### src/rtl/usr_irq_pkg.sv
// Shared encodings for the user IRQ arbiter.
// The READ state is only part of the state type when USR_IRQ_READBACK_EN is defined.
package usr_irq_pkg;

    localparam int          IRQ_ADDR_W = 4;
    localparam logic [31:0] IRQ_SET    = 32'h1;
    localparam logic [31:0] IRQ_CLR    = 32'h0;

    localparam logic [1:0] ST_IDLE  = 2'd0;
    localparam logic [1:0] ST_WRITE = 2'd1;
    localparam logic [1:0] ST_READ  = 2'd2;

`ifdef USR_IRQ_READBACK_EN
    typedef enum logic [1:0] {
        IDLE  = ST_IDLE,
        WRITE = ST_WRITE,
        READ  = ST_READ
    } state_t;
`else
    typedef enum logic [1:0] {
        IDLE  = ST_IDLE,
        WRITE = ST_WRITE
    } state_t;
`endif

    function automatic logic [31:0] irq_wdata(input logic level);
        return level ? IRQ_SET : IRQ_CLR;
    endfunction

endpackage

### src/rtl/usr_irq_rr_pick.sv
// Combinational round-robin picker: first pending index at or above rr_ptr,
// wrapping modulo N_SRC.
module usr_irq_rr_pick
    import usr_irq_pkg::*;
#(
    parameter int N_SRC = 4,
    parameter int SEL_W = 2
) (
    input  logic [N_SRC-1:0] pending,
    input  logic [SEL_W-1:0] rr_ptr,
    output logic             valid,
    output logic [SEL_W-1:0] sel
);

    function automatic logic [SEL_W-1:0] wrap_idx(input logic [SEL_W-1:0] base,
                                                  input int unsigned      off);
        int unsigned s;
        s = 32'(base) + off;
        if (s >= unsigned'(N_SRC))
            s = s - unsigned'(N_SRC);
        return SEL_W'(s);
    endfunction

    // Scan from the farthest offset down so the nearest pending source wins.
    always_comb begin
        valid = 1'b0;
        sel   = '0;
        for (int i = N_SRC - 1; i >= 0; i--) begin
            if (pending[wrap_idx(rr_ptr, unsigned'(i))]) begin
                valid = 1'b1;
                sel   = wrap_idx(rr_ptr, unsigned'(i));
            end
        end
    end

endmodule

### src/rtl/usr_irq_arbiter.sv
// Serialises per-source IRQ level changes onto one Avalon-MM master, round-robin.
// Optional USR_IRQ_READBACK_EN adds a readback cycle and sticky mismatch flags.
module usr_irq_arbiter
    import usr_irq_pkg::*;
#(
    parameter int N_SRC = 4
) (
    input  logic                  clk,
    input  logic                  rst_n,
    input  logic [N_SRC-1:0]      usr_irq_in,
    output logic                  irq_avalon_master_chipselect,
    output logic [IRQ_ADDR_W-1:0] irq_avalon_master_address,
    output logic                  irq_avalon_master_read,
    output logic                  irq_avalon_master_write,
    output logic [31:0]           irq_avalon_master_writedata,
    input  logic                  irq_avalon_master_waitrequest,
    input  logic [31:0]           irq_avalon_master_readdata,
    output logic                  busy,
    output logic [N_SRC-1:0]      irq_err
);

    localparam int ADDR_W = IRQ_ADDR_W;
    localparam int SEL_W  = (N_SRC > 1) ? $clog2(N_SRC) : 1;

    state_t           state;
    logic [N_SRC-1:0] usr_irq_r;
    logic [N_SRC-1:0] reported;
    logic [N_SRC-1:0] pending;
    logic [SEL_W-1:0] rr_ptr;
    logic [SEL_W-1:0] sel_r;
    logic             val_r;
    logic             pick_valid;
    logic [SEL_W-1:0] pick_sel;

    // With N_SRC=1 the compare is always true, so rr_ptr stays 0.
    function automatic logic [SEL_W-1:0] next_ptr(input logic [SEL_W-1:0] s);
        if (int'(s) >= N_SRC - 1)
            return '0;
        return s + SEL_W'(1);
    endfunction

    assign pending = usr_irq_r ^ reported;
    assign busy    = (state != IDLE);

    usr_irq_rr_pick #(
        .N_SRC (N_SRC),
        .SEL_W (SEL_W)
    ) u_pick (
        .pending (pending),
        .rr_ptr  (rr_ptr),
        .valid   (pick_valid),
        .sel     (pick_sel)
    );

`ifdef USR_IRQ_READBACK_EN
    logic unused_rdata;
    assign unused_rdata = ^irq_avalon_master_readdata[31:1];
`else
    logic unused_rdata;
    assign unused_rdata           = ^irq_avalon_master_readdata;
    assign irq_avalon_master_read = 1'b0;
    assign irq_err                = '0;
`endif

    always_ff @(posedge clk) begin
        if (!rst_n) begin
            state                        <= IDLE;
            usr_irq_r                    <= '0;
            reported                     <= '0;
            rr_ptr                       <= '0;
            sel_r                        <= '0;
            val_r                        <= 1'b0;
            irq_avalon_master_chipselect <= 1'b0;
            irq_avalon_master_write      <= 1'b0;
            irq_avalon_master_address    <= '0;
            irq_avalon_master_writedata  <= '0;
`ifdef USR_IRQ_READBACK_EN
            irq_avalon_master_read       <= 1'b0;
            irq_err                      <= '0;
`endif
        end else begin
            usr_irq_r <= usr_irq_in;
            case (state)
                IDLE: begin
                    if (pick_valid) begin
                        sel_r                        <= pick_sel;
                        val_r                        <= usr_irq_r[pick_sel];
                        irq_avalon_master_chipselect <= 1'b1;
                        irq_avalon_master_write      <= 1'b1;
                        irq_avalon_master_address    <= ADDR_W'(pick_sel);
                        irq_avalon_master_writedata  <= irq_wdata(usr_irq_r[pick_sel]);
                        state                        <= WRITE;
                    end else begin
                        irq_avalon_master_chipselect <= 1'b0;
                        irq_avalon_master_write      <= 1'b0;
                        irq_avalon_master_address    <= '0;
                        irq_avalon_master_writedata  <= '0;
                    end
                end
                WRITE: begin
                    if (!irq_avalon_master_waitrequest) begin
                        reported[sel_r]             <= val_r;
                        rr_ptr                      <= next_ptr(sel_r);
                        irq_avalon_master_write     <= 1'b0;
                        irq_avalon_master_writedata <= IRQ_CLR;
`ifdef USR_IRQ_READBACK_EN
                        // chipselect and address carry over into the read.
                        irq_avalon_master_read      <= 1'b1;
                        state                       <= READ;
`else
                        irq_avalon_master_chipselect <= 1'b0;
                        irq_avalon_master_address    <= '0;
                        state                        <= IDLE;
`endif
                    end
                end
`ifdef USR_IRQ_READBACK_EN
                READ: begin
                    if (!irq_avalon_master_waitrequest) begin
                        if (irq_avalon_master_readdata[0] != val_r)
                            irq_err[sel_r] <= 1'b1;
                        irq_avalon_master_chipselect <= 1'b0;
                        irq_avalon_master_read       <= 1'b0;
                        irq_avalon_master_address    <= '0;
                        state                        <= IDLE;
                    end
                end
`endif
                default: state <= IDLE;
            endcase
        end
    end

endmodule
### config.mk
export PLATFORM = sky130hd
export DESIGN_NAME = usr_irq_arbiter
export DESIGN_NICKNAME = d
export VERILOG_FILES = /design/src/rtl/usr_irq_pkg.sv /design/src/rtl/usr_irq_rr_pick.sv /design/src/rtl/usr_irq_arbiter.sv
export SDC_FILE = /design/constraint.sdc
export NUM_CORES = 1
export LEC_CHECK = 0
export ABC_AREA = 1
export ABC_CLOCK_PERIOD_IN_PS = 1550
export BUFFER_PORTS_ARGS = -buffer_cell sky130_fd_sc_hd__buf_4
export CAP_MARGIN = 40
export CORE_UTILIZATION = 38
export CTS_CLUSTER_DIAMETER = 120
export DETAILED_ROUTE_END_ITERATION = 10
export PLACE_DENSITY_LB_ADDON = 0.08
export SKIP_LAST_GASP = 1
export SLEW_MARGIN = 40
export SYNTH_ARGS = -nofsm -noshare
export SYNTH_HDL_FRONTEND = slang
export SYNTH_HIERARCHICAL = 1
export SYNTH_SLANG_ARGS = --single-unit
### constraint.sdc
create_clock -name clk -period 1.55 [get_ports clk]
set_clock_uncertainty 0.05 [all_clocks]
set_input_delay 0 -clock clk [delete_from_list [all_inputs] [get_ports clk]]
set_output_delay 0 -clock clk [all_outputs]
set_load 0.03 [all_outputs]
==> results of run 1 <==
## layout make-up
type,count,area (um^2)
timing repair buffer,34,288
clock buffer,4,36.3
multi-input combinational,135,749
inverter,24,95.1
sequential,18,370
fill,329,1530
tap,44,55.1
## cells by family after synthesis
| kind of cell | Yosys count | synth area share |
|---|---|---|
| AND/OR/NAND/NOR | 70 | 0.236 |
| buffers and inverters | 66 | 0.323 |
| AO/OA/AOI/OAI | 19 | 0.0883 |
| flip-flops | 18 | 0.283 |
| XOR/XNOR | 4 | 0.0275 |
| adder cells (fa/ha/maj) | 4 | 0.0393 |
| other | 1 | 0.00294 |
## power breakdown
group / switching (mW) / total [mW] / internal, mW
Combinational: 0.441 / 0.675 / 0.234
Clock: 0.145 / 0.288 / 0.143
Sequential: 0.0414 / 0.549 / 0.508
Total: 0.627 / 1.51 / 0.885
## flip-flops by register name (all words and copies together) (netlist names)
| signal | count |
|---|---|
| reported | 4 |
| usr_irq_r | 4 |
| irq_avalon_master_address | 2 |
| rr_ptr | 2 |
| sel_r | 2 |
| irq_avalon_master_write | 1 |
| irq_avalon_master_writedata | 1 |
| state | 1 |
| val_r | 1 |
## worst max-delay path, stage by stage, from the launching register on
cell	delay (ps)
dfxtp_2	360
xor2_1	140
inv_1	80
o21ai_1	210
nand2_1	140
nand3_2	110
nand3_1	110
nand2_4	100
inv_2	50
nand2_2	50
nand3_2	60
nand2_2	70
nand2_2	60
a21oi_2	120
## final timing paths
path,startpoint,slack [ps],cells after the start,endpoint
min reg2reg,irq_avalon_master_address[0]$_SDFFE_PN0P_,430,2,irq_avalon_master_address[0]$_SDFFE_PN0P_
min,irq_avalon_master_address[0]$_SDFFE_PN0P_,430,2,irq_avalon_master_address[0]$_SDFFE_PN0P_
max,reported[1]$_SDFFE_PN0P_,-220,13,val_r$_SDFFE_PN0P_
max reg2reg,reported[1]$_SDFFE_PN0P_,-220,13,val_r$_SDFFE_PN0P_
## per-layer routing
layer / wire (um) / vias up / track usage
met5: 0 / - / 0
met1: 1110 / 467 / 0.178
li1: - / 544 / -
met2: 1380 / 23 / 0.251
met3: 45 / 2 / 0.0195
met4: 12 / 0 / 0.0498
## synthesized netlist by cell type
cell type | number | area share
inv_1 | 16 | 0.047
dfxtp_1 | 18 | 0.28
xor2_1 | 4 | 0.027
ha_1 | 4 | 0.039
nor2_1 | 3 | 0.0088
o211a_1 | 1 | 0.0079
clkinv_2 | 1 | 0.0039
a21boi_1 | 1 | 0.0059
buf_2 | 1 | 0.0039
nor3_1 | 1 | 0.0039
buf_4 | 39 | 0.23
o21a_1 | 1 | 0.0059
nor2_4 | 1 | 0.0088
clkinv_1 | 1 | 0.0029
o21ai_1 | 3 | 0.012
buf_6 | 2 | 0.018
and2_4 | 1 | 0.0069
nand2_2 | 4 | 0.020
nand2_1 | 48 | 0.14
inv_2 | 6 | 0.018
o21ai_2 | 1 | 0.0069
nand3_1 | 12 | 0.047
a21oi_1 | 11 | 0.043
conb_1 | 1 | 0.0029
a21oi_2 | 1 | 0.0069
## metrics by stage
step           utilization  setup WS [ps]
2_1_floorplan            -           10.9
4_1_cts              0.476           -138
3_3_place_gp         0.421           -167
6_report             0.510           -222
5_1_grt              0.510           -330
3_5_place_dp         0.421           -177
## repair_timing
| action | 4_1_cts | 5_1_grt |
|---|---|---|
| hold endpoints to repair | 9 | 0 |
| gates resized for setup | 12 | 25 |
| hold buffers | 10 | 0 |
| endpoints found under the setup margin | 6 | 7 |
| pin swaps | 5 | 6 |
| buffers inserted | 1 | 1 |
==> impl_metrics.tcl, run 1 <==
set metrics [dict create \
    clock.fmax_mhz 564 \
    overflow 0 \
    die_x_um 59.9 \
    first_pass_iters 4 \
    avgSynthCellArea_um2 7.01 \
    finalHoldViolations 0 \
    ys_seq_area_frac 0.283 \
    cts_buffers 3 \
    slew_viol_final 0 \
    hold_class "flop to flop" \
    tns_ps -1120 \
    netlist_instances 182 \
    core-area_um2 3130 \
    crit_path_start_kind "flop" \
    nets 259 \
    arrival_ps 1960 \
    cp_max_fo 4 \
    violations "setup timing" \
    cts.clk_slew.worst_paths_ps 110 \
    ios 83 \
    yosysUniqueCellTypes 25 \
    final_cells 259 \
    maxCapViolCount 0 \
    power.leakage_nw 0.813 \
    ant_nets 0 \
    grt_pass1_vias 892 \
    place_inst 243 \
    drc 0 \
    clock_sinks 18 \
    grtUsageTotal 0.143 \
    hold_ws_ps 427 \
    fp.dieH_um 59.9 \
    placed_cell_area_um2 1320 \
    peakVddDrop_v 0.000666 \
    synth_area_um2 1270 \
    vias_per_cell 4.00 \
    yosysWarningCount 6 \
    syn2layout_area_growth_pct 25.0 \
    antenna_found_initial 0 \
    fin_ws_ps -222 \
    crit_type "flop to flop" \
    gp_congestion 0.795 \
    layout_common_cells "38 x conb_1, 37 x nand2_1, 22 x buf_4" \
    dieArea_um2 3590 \
    drtIter0Drc 31 \
    insertion_delay_ps 290 \
    period_share 1.14 \
    grt_pass1_wl_mm 3.82 \
    drt-total-wl_mm 2.55 \
    layout-drive-gt1-share 0.344 \
    vias 1036 \
    n_antenna_cell 0 \
    synth_seq_cells 18 \
    critPathCaptureType "flop" \
    final_common_cell "conb_1" \
    setup_viol 7 \
    cts_tree "yes" \
    grt_max_degree 12 \
    p_total_mw 1.51 \
    clock_path_buffers 2 \
    p_per_area_nw_per_um2 948 \
    wl_per_cell_um 9.83 \
    port_buffers 12 \
    status "finished, violations left" \
    final_area_um2 1590 \
    initial_core_util 0.408 \
    grt_setup_unrepaired "yes" \
    rows 20 \
    root_buffer "clkbuf_4" \
    dp_hpwl_mm 1.80 \
    h-tree-depth 1 \
    required_ps 1740 \
    fin_crit_ps 1770 \
]
(Power assumes the default switching activity.)
==> run 2: changes to the inputs <==
--- a/config.mk
+++ b/config.mk
@@ -12,7 +12,7 @@
 export CORE_UTILIZATION = 38
 export CTS_CLUSTER_DIAMETER = 120
 export DETAILED_ROUTE_END_ITERATION = 10
-export PLACE_DENSITY_LB_ADDON = 0.08
+export PLACE_DENSITY = 0.76
 export SKIP_LAST_GASP = 1
 export SLEW_MARGIN = 40
 export SYNTH_ARGS = -nofsm -noshare
==> run 2 against run 1 <==
- die area stayed put
- highest routed layer unchanged
- the flow still finishes with violations (setup timing)
- combinational power shrank 7.3%
- cell area decreased by 3.3%
- largest power group unchanged
- via count increased by 3.6%
- cell count down 0.39%
==> impl_metrics.tcl, run 2 (synthesis results as in run 1) <==
set metrics [dict create \
    status "finished, violations left" \
    violations "setup timing" \
    path_delay_family "simple AND/OR/NAND/NOR gates" \
    finalHoldViolations 0 \
    maxCapViolCount 0 \
    r2r_start "usr_irq_r[2]$_SDFF_PN0_" \
    dp_hpwl_mm 1.66 \
    drtIter0Drc 19 \
    dieArea_um2 3590 \
    grt_max_degree 12 \
    power_frac_comb 0.425 \
    n_antenna_cell 0 \
    slew_viol_final 0 \
    clock_sinks 18 \
    grtUsageTotal 0.145 \
    root_buffer "clkbuf_4" \
    p_switching_mw 0.605 \
    ant_nets 0 \
    placed_cell_area_um2 1320 \
    h-tree-depth 1 \
    layout-drive-gt1-share 0.304 \
    pwr-share-seq 0.377 \
    port_buffers 12 \
    swShare 0.411 \
    power.leakage_nw 0.789 \
    p_total_mw 1.47 \
    ios 83 \
    reg.largest.list "reported x4, usr_irq_r x4" \
    cp_max_fo 4 \
    wl_per_cell_um 9.91 \
    overflow 0 \
    insertion_delay_ps 300 \
    antenna_found_initial 0 \
    path_buf_inv 3 \
    r2r_slack_ps -200 \
    rows 20 \
    fin_crit_ps 1750 \
    core-area_um2 3130 \
    grt_setup_unrepaired "yes" \
    critPathLaunch "usr_irq_r[2]$_SDFF_PN0_" \
    p_per_area_nw_per_um2 956 \
    drt-total-wl_mm 2.56 \
    hold_class "flop to flop" \
    final_common_cell "nand2_1" \
    grt_pass1_vias 893 \
    period_share 1.13 \
    setup_viol 6 \
    syn2layout_area_growth_pct 20.9 \
    drc 0 \
    arrival_ps 1940 \
    cts.clk_slew.worst_paths_ps 100 \
    layout_common_cells "42 x nand2_1, 38 x conb_1, 22 x buf_4" \
    path_cells "xor2_2 > inv_1 > nand2_1 > and2_4 > nand2_2 > nand2_2 > clkinv_2 > nand2_1 > nand2_1 > nand2_2 > inv_2 > nand2_1 > nand3_1 > nand2_1 > nand2_2 > a21oi_2" \
    peakVddDrop_v 0.000667 \
    fp.dieH_um 59.9 \
    initial_core_util 0.408 \
    nets 258 \
    cts_buffers 3 \
    cts_tree "yes" \
    die_x_um 59.9 \
    crit_type "flop to flop" \
    critPathCaptureType "flop" \
    critPathMaxStageDelay_ps 390 \
    clock.fmax_mhz 572 \
    first_pass_iters 6 \
    final_area_um2 1540 \
    grt_pass1_wl_mm 3.85 \
    pwr-share-clk 0.199 \
    gp_congestion 0.913 \
    vias 1073 \
    hp-start "irq_avalon_master_address[1]$_SDFFE_PN0P_" \
    crit_path_start_kind "flop" \
    critPathSlowestCell "dfxtp_2" \
    required_ps 1740 \
    clock_path_buffers 2 \
    vias_per_cell 4.16 \
    fin_ws_ps -199 \
    cpMostUsedCell "nand2_1" \
    internal_power_mw 0.868 \
]
[run 2: cell types whose count changed in the layout (fill, tap and decap cells not counted), sizes merged]
| cell | before | now |
|---|---|---|
| buf | 24 | 23 |
| clkinv | 1 | 2 |
| inv | 23 | 22 |
[run 2: power by group through the flow]
stage	clock network (mW)	logic, mW	registers (mW)
6_report	0.293	0.626	0.555
5_1_grt	0.320	0.681	0.561
4_1_cts	0.296	0.586	0.553
3_5_place_dp	0	0.532	0.560
3_3_place_gp	0	0.529	0.560
2_1_floorplan	0	0.453	0.588
[run 2: layout make-up]
class	count	area, um^2
Tap cell	44	55.1
Inverter	24	93.8
Multi-Input combinational cell	135	708
Sequential cell	18	372
Clock buffer	4	36.3
Timing Repair Buffer	33	277
Fill cell	302	1590
[run 2: metrics by stage]
| step | hold WS, ps | setup TNS, ps | instances | worst slack (ps) | utilization |
|---|---|---|---|---|---|
| after floorplan | 43.4 | 0 | 219 | 10.9 | - |
| after global placement | 131 | -256 | 243 | -107 | 0.421 |
| after detailed placement | 136 | -576 | 243 | -164 | 0.421 |
| after CTS | 428 | -524 | 258 | -134 | 0.477 |
| after global routing | 454 | -1600 | 258 | -323 | 0.493 |
| final | 431 | -886 | 258 | -199 | 0.493 |
[run 2: timing repair]
action | CTS | global route
endpoints found under the setup margin | 6 | 7
resized for setup | 9 | 17
hold buffers | 10 | 0
pin swaps | 4 | 10
hold endpoints to repair | 10 | 0
setup buffers | 1 | 1
[run 2: final timing paths]
kind / end / cells past startpoint
min reg2reg: irq_avalon_master_address[1]$_SDFFE_PN0P_ / 2
max reg2reg: irq_avalon_master_writedata[0]$_SDFFE_PN0P_ / 16
min: irq_avalon_master_address[1]$_SDFFE_PN0P_ / 2
max: irq_avalon_master_writedata[0]$_SDFFE_PN0P_ / 16
[run 2: worst register-to-register path, cell delays in order, from the launching register on]
cell	delay (ps)
dfxtp_2	390
xor2_2	180
inv_1	50
nand2_1	80
and2_4	150
nand2_2	50
nand2_2	60
clkinv_2	50
nand2_1	50
nand2_1	50
nand2_2	100
inv_2	50
nand2_1	50
nand3_1	60
nand2_1	80
nand2_2	70
a21oi_2	120
[run 2: layer usage]
metal,vias to the layer above,track usage,share of wire
li1,543,-,-
met1,481,0.175,0.40
met2,41,0.254,0.54
met3,8,0.0238,0.038
met4,0,0.0565,0.022
met5,-,0,0
==> run 3: changes to the inputs <==
--- a/config.mk
+++ b/config.mk
@@ -11,11 +11,11 @@
 export CAP_MARGIN = 40
 export CORE_UTILIZATION = 38
 export CTS_CLUSTER_DIAMETER = 120
+export CTS_CLUSTER_SIZE = 14
 export DETAILED_ROUTE_END_ITERATION = 10
 export PLACE_DENSITY = 0.76
 export SKIP_LAST_GASP = 1
 export SLEW_MARGIN = 40
 export SYNTH_ARGS = -nofsm -noshare
 export SYNTH_HDL_FRONTEND = slang
-export SYNTH_HIERARCHICAL = 1
 export SYNTH_SLANG_ARGS = --single-unit
==> run 3 against run 2 <==
- register-to-register slack improved by 80 ps
- combinational power rose by 130%
- critical endpoint unchanged
- highest routed layer unchanged
- first-iteration DRC count grew 5.3%
- global-route usage fell by 0.33 points
- cell area grew 7.2%
- sequential power up 20%
- routed wire length fell by 1.1%
- the run still ends with setup timing left
- sequential cell count unchanged
==> impl_metrics.tcl, run 3 <==
set metrics [dict create \
    r2r_slack_ps -120 \
    synth_area_um2 1280 \
    placed_cell_area_um2 1340 \
    yosysWarningCount 0 \
    final_area_um2 1650 \
    nets 263 \
    slew_viol_final 0 \
    period_share 1.08 \
    r2r_end "irq_avalon_master_writedata[0]$_SDFFE_PN0P_" \
    num-fill-cells 297 \
    die_x_um 60.1 \
    synthMuxAreaShare 0 \
    critPathCaptureType "flop" \
    peakVddDrop_v 0.00101 \
    synth_top_cell_by_area "dfxtp_1" \
    antenna_found_initial 0 \
    dp_worst_setup_slack_ps -84.8 \
    final_core_util 0.528 \
    fp.dieH_um 60.1 \
    vias_per_cell 4.21 \
    overflow 0 \
    grt_max_degree 11 \
    hp-start "rst_n" \
    p_per_area_nw_per_um2 1430 \
    synthXorXnorAreaFrac 0.0195 \
    cts_buffers 3 \
    grtUsageTotal 0.141 \
    finalHoldViolations 0 \
    clock.fmax_mhz 598 \
    root_buffer "clkbuf_4" \
    synthTopCellsByArea "dfxtp_1 28%, buf_4 23%, nand2_1 14%" \
    layout.area.seq_um2 367 \
    cts_tree "yes" \
    violations "setup timing" \
    initial_core_util 0.410 \
    dp_hpwl_mm 1.70 \
    hold_end "val_r$_SDFFE_PN0P_" \
    cp_max_fo 4 \
    grt_pass1_wl_mm 3.86 \
    setup_viol 3 \
    drc 0 \
    syn2layout_area_growth_pct 29.0 \
    fin_ws_ps -122 \
    synth_commonest_cells "48 x nand2_1, 39 x buf_4, 20 x inv_1" \
    reg.largest.list "reported x4, usr_irq_r x4" \
    vias 1106 \
    ant_nets 0 \
    synth-adder-area-share 0.0391 \
    synth_top_family_by_area "buffers and inverters" \
    layout-drive-gt1-share 0.338 \
    port_buffers 12 \
    required_ps 1680 \
    rows 20 \
    fin_crit_ps 1670 \
    maxCapViolCount 0 \
    ys_seq_area_frac 0.281 \
    synth.most_common_cell "nand2_1" \
    layout_common_cells "38 x conb_1, 34 x nand2_1, 20 x buf_4" \
    hold_class "input pin to flop" \
    synth_edf_count 0 \
    grt_setup_unrepaired "yes" \
    yosysUniqueCellTypes 22 \
    wl_per_cell_um 9.62 \
    synth_seq_cells 18 \
    arrival_ps 1800 \
    h-tree-depth 1 \
    synthArstFlopShare 0 \
    p_total_mw 2.36 \
    crit_type "flop to flop" \
    r2r_cells 15 \
    synth_top_area_frac 0.281 \
    yosys.area_share.simple 0.248 \
    avgSynthCellArea_um2 6.89 \
    clock_path_buffers 2 \
    tns_ps -252 \
    final_common_cell "conb_1" \
    first_pass_iters 4 \
    crit_path_start_kind "flop" \
    status "finished, violations left" \
    ios 83 \
    drtIter0Drc 20 \
    hold_depth 3 \
    netlist_instances 186 \
    multi_input_area_um2 802 \
    drt-total-wl_mm 2.53 \
    r2r_start "reported[2]$_SDFFE_PN0P_" \
    insertion_delay_ps 280 \
    grt_pass1_vias 960 \
    power.leakage_nw 0.821 \
    gp_congestion 0.886 \
    core-area_um2 3130 \
    dieArea_um2 3610 \
    clock_sinks 18 \
    cts.clk_slew.worst_paths_ps 100 \
    synth_flop_cell "dfxtp_1" \
    n_antenna_cell 0 \
    synth_compound_area_frac 0.0908 \
]
## run 3: kinds of logic after synthesis
| group | Yosys count |
|---|---|
| compound gates | 22 |
| other cells | 1 |
| buf+inv | 66 |
| simple gates | 73 |
| flops | 18 |
| fa+ha+maj | 4 |
| xor+xnor | 2 |
## run 3: per-layer routing
metal / global-route usage / wire (um)
met1: 0.160 / 985
met2: 0.270 / 1400
met3: 0.0130 / 67
met4: 0.0532 / 73
met5: 0 / 0
## run 3: worst max path at each step
stage	startpoint	to	slack [ps]	depth (start not counted)
after global routing	rr_ptr[0]$_SDFFE_PN0P_	irq_avalon_master_writedata[0]$_SDFFE_PN0P_	-210	15
after global placement	rr_ptr[0]$_SDFFE_PN0P_	val_r$_SDFFE_PN0P_	-30	14
final	reported[2]$_SDFFE_PN0P_	irq_avalon_master_writedata[0]$_SDFFE_PN0P_	-120	15
after floorplan	rr_ptr[0]$_SDFFE_PN0P_	irq_avalon_master_writedata[0]$_SDFFE_PN0P_	60	15
after detailed placement	rr_ptr[0]$_SDFFE_PN0P_	irq_avalon_master_writedata[0]$_SDFFE_PN0P_	-80	14
after CTS	rr_ptr[0]$_SDFFE_PN0P_	val_r$_SDFFE_PN0P_	-40	15
## run 3: power breakdown
group	switching, mW	total (mW)	internal, mW
clock network	0.136	0.279	0.143
registers	0.0944	0.667	0.573
logic	0.878	1.42	0.540
total	1.11	2.36	1.26
## run 3: area by class of cell
class / instances / share of cell area
Tap cell: 44 / 0.0333
Sequential cell: 18 / 0.222
Multi-Input combinational cell: 139 / 0.485
Timing Repair Buffer: 34 / 0.179
Clock buffer: 4 / 0.0220
Inverter: 24 / 0.0590
## run 3: critical path: stages, from the launching register on
cell and delay [ps]:
dfxtp_1 340, inv_1 60, nand2_1 100, nand2_1 70, nand2_1 90, nand3_2 100
nand2_2 140, nand2_2 70, nand2_2 80, nand2_4 70, nand2_2 70, nand2_1 50
nand3_1 60, nand2_1 70, nand2_2 70, a21oi_1 60
## run 3: repair_timing
| item | CTS | global route |
|---|---|---|
| setup buffers | 1 | 0 |
| hold buffers | 10 | 0 |
| endpoints found under the setup margin | 5 | 7 |
| pin swaps | 0 | 9 |
| hold endpoints to repair | 11 | 0 |
| gates resized for setup | 13 | 35 |
## run 3: stage by stage
step / cells / hold WS (ps)
6_report: 263 / 48.6
5_1_grt: 263 / 66.6
4_1_cts: 263 / 35.5
3_5_place_dp: 248 / 136
3_3_place_gp: 248 / 132
2_1_floorplan: 223 / 47.6
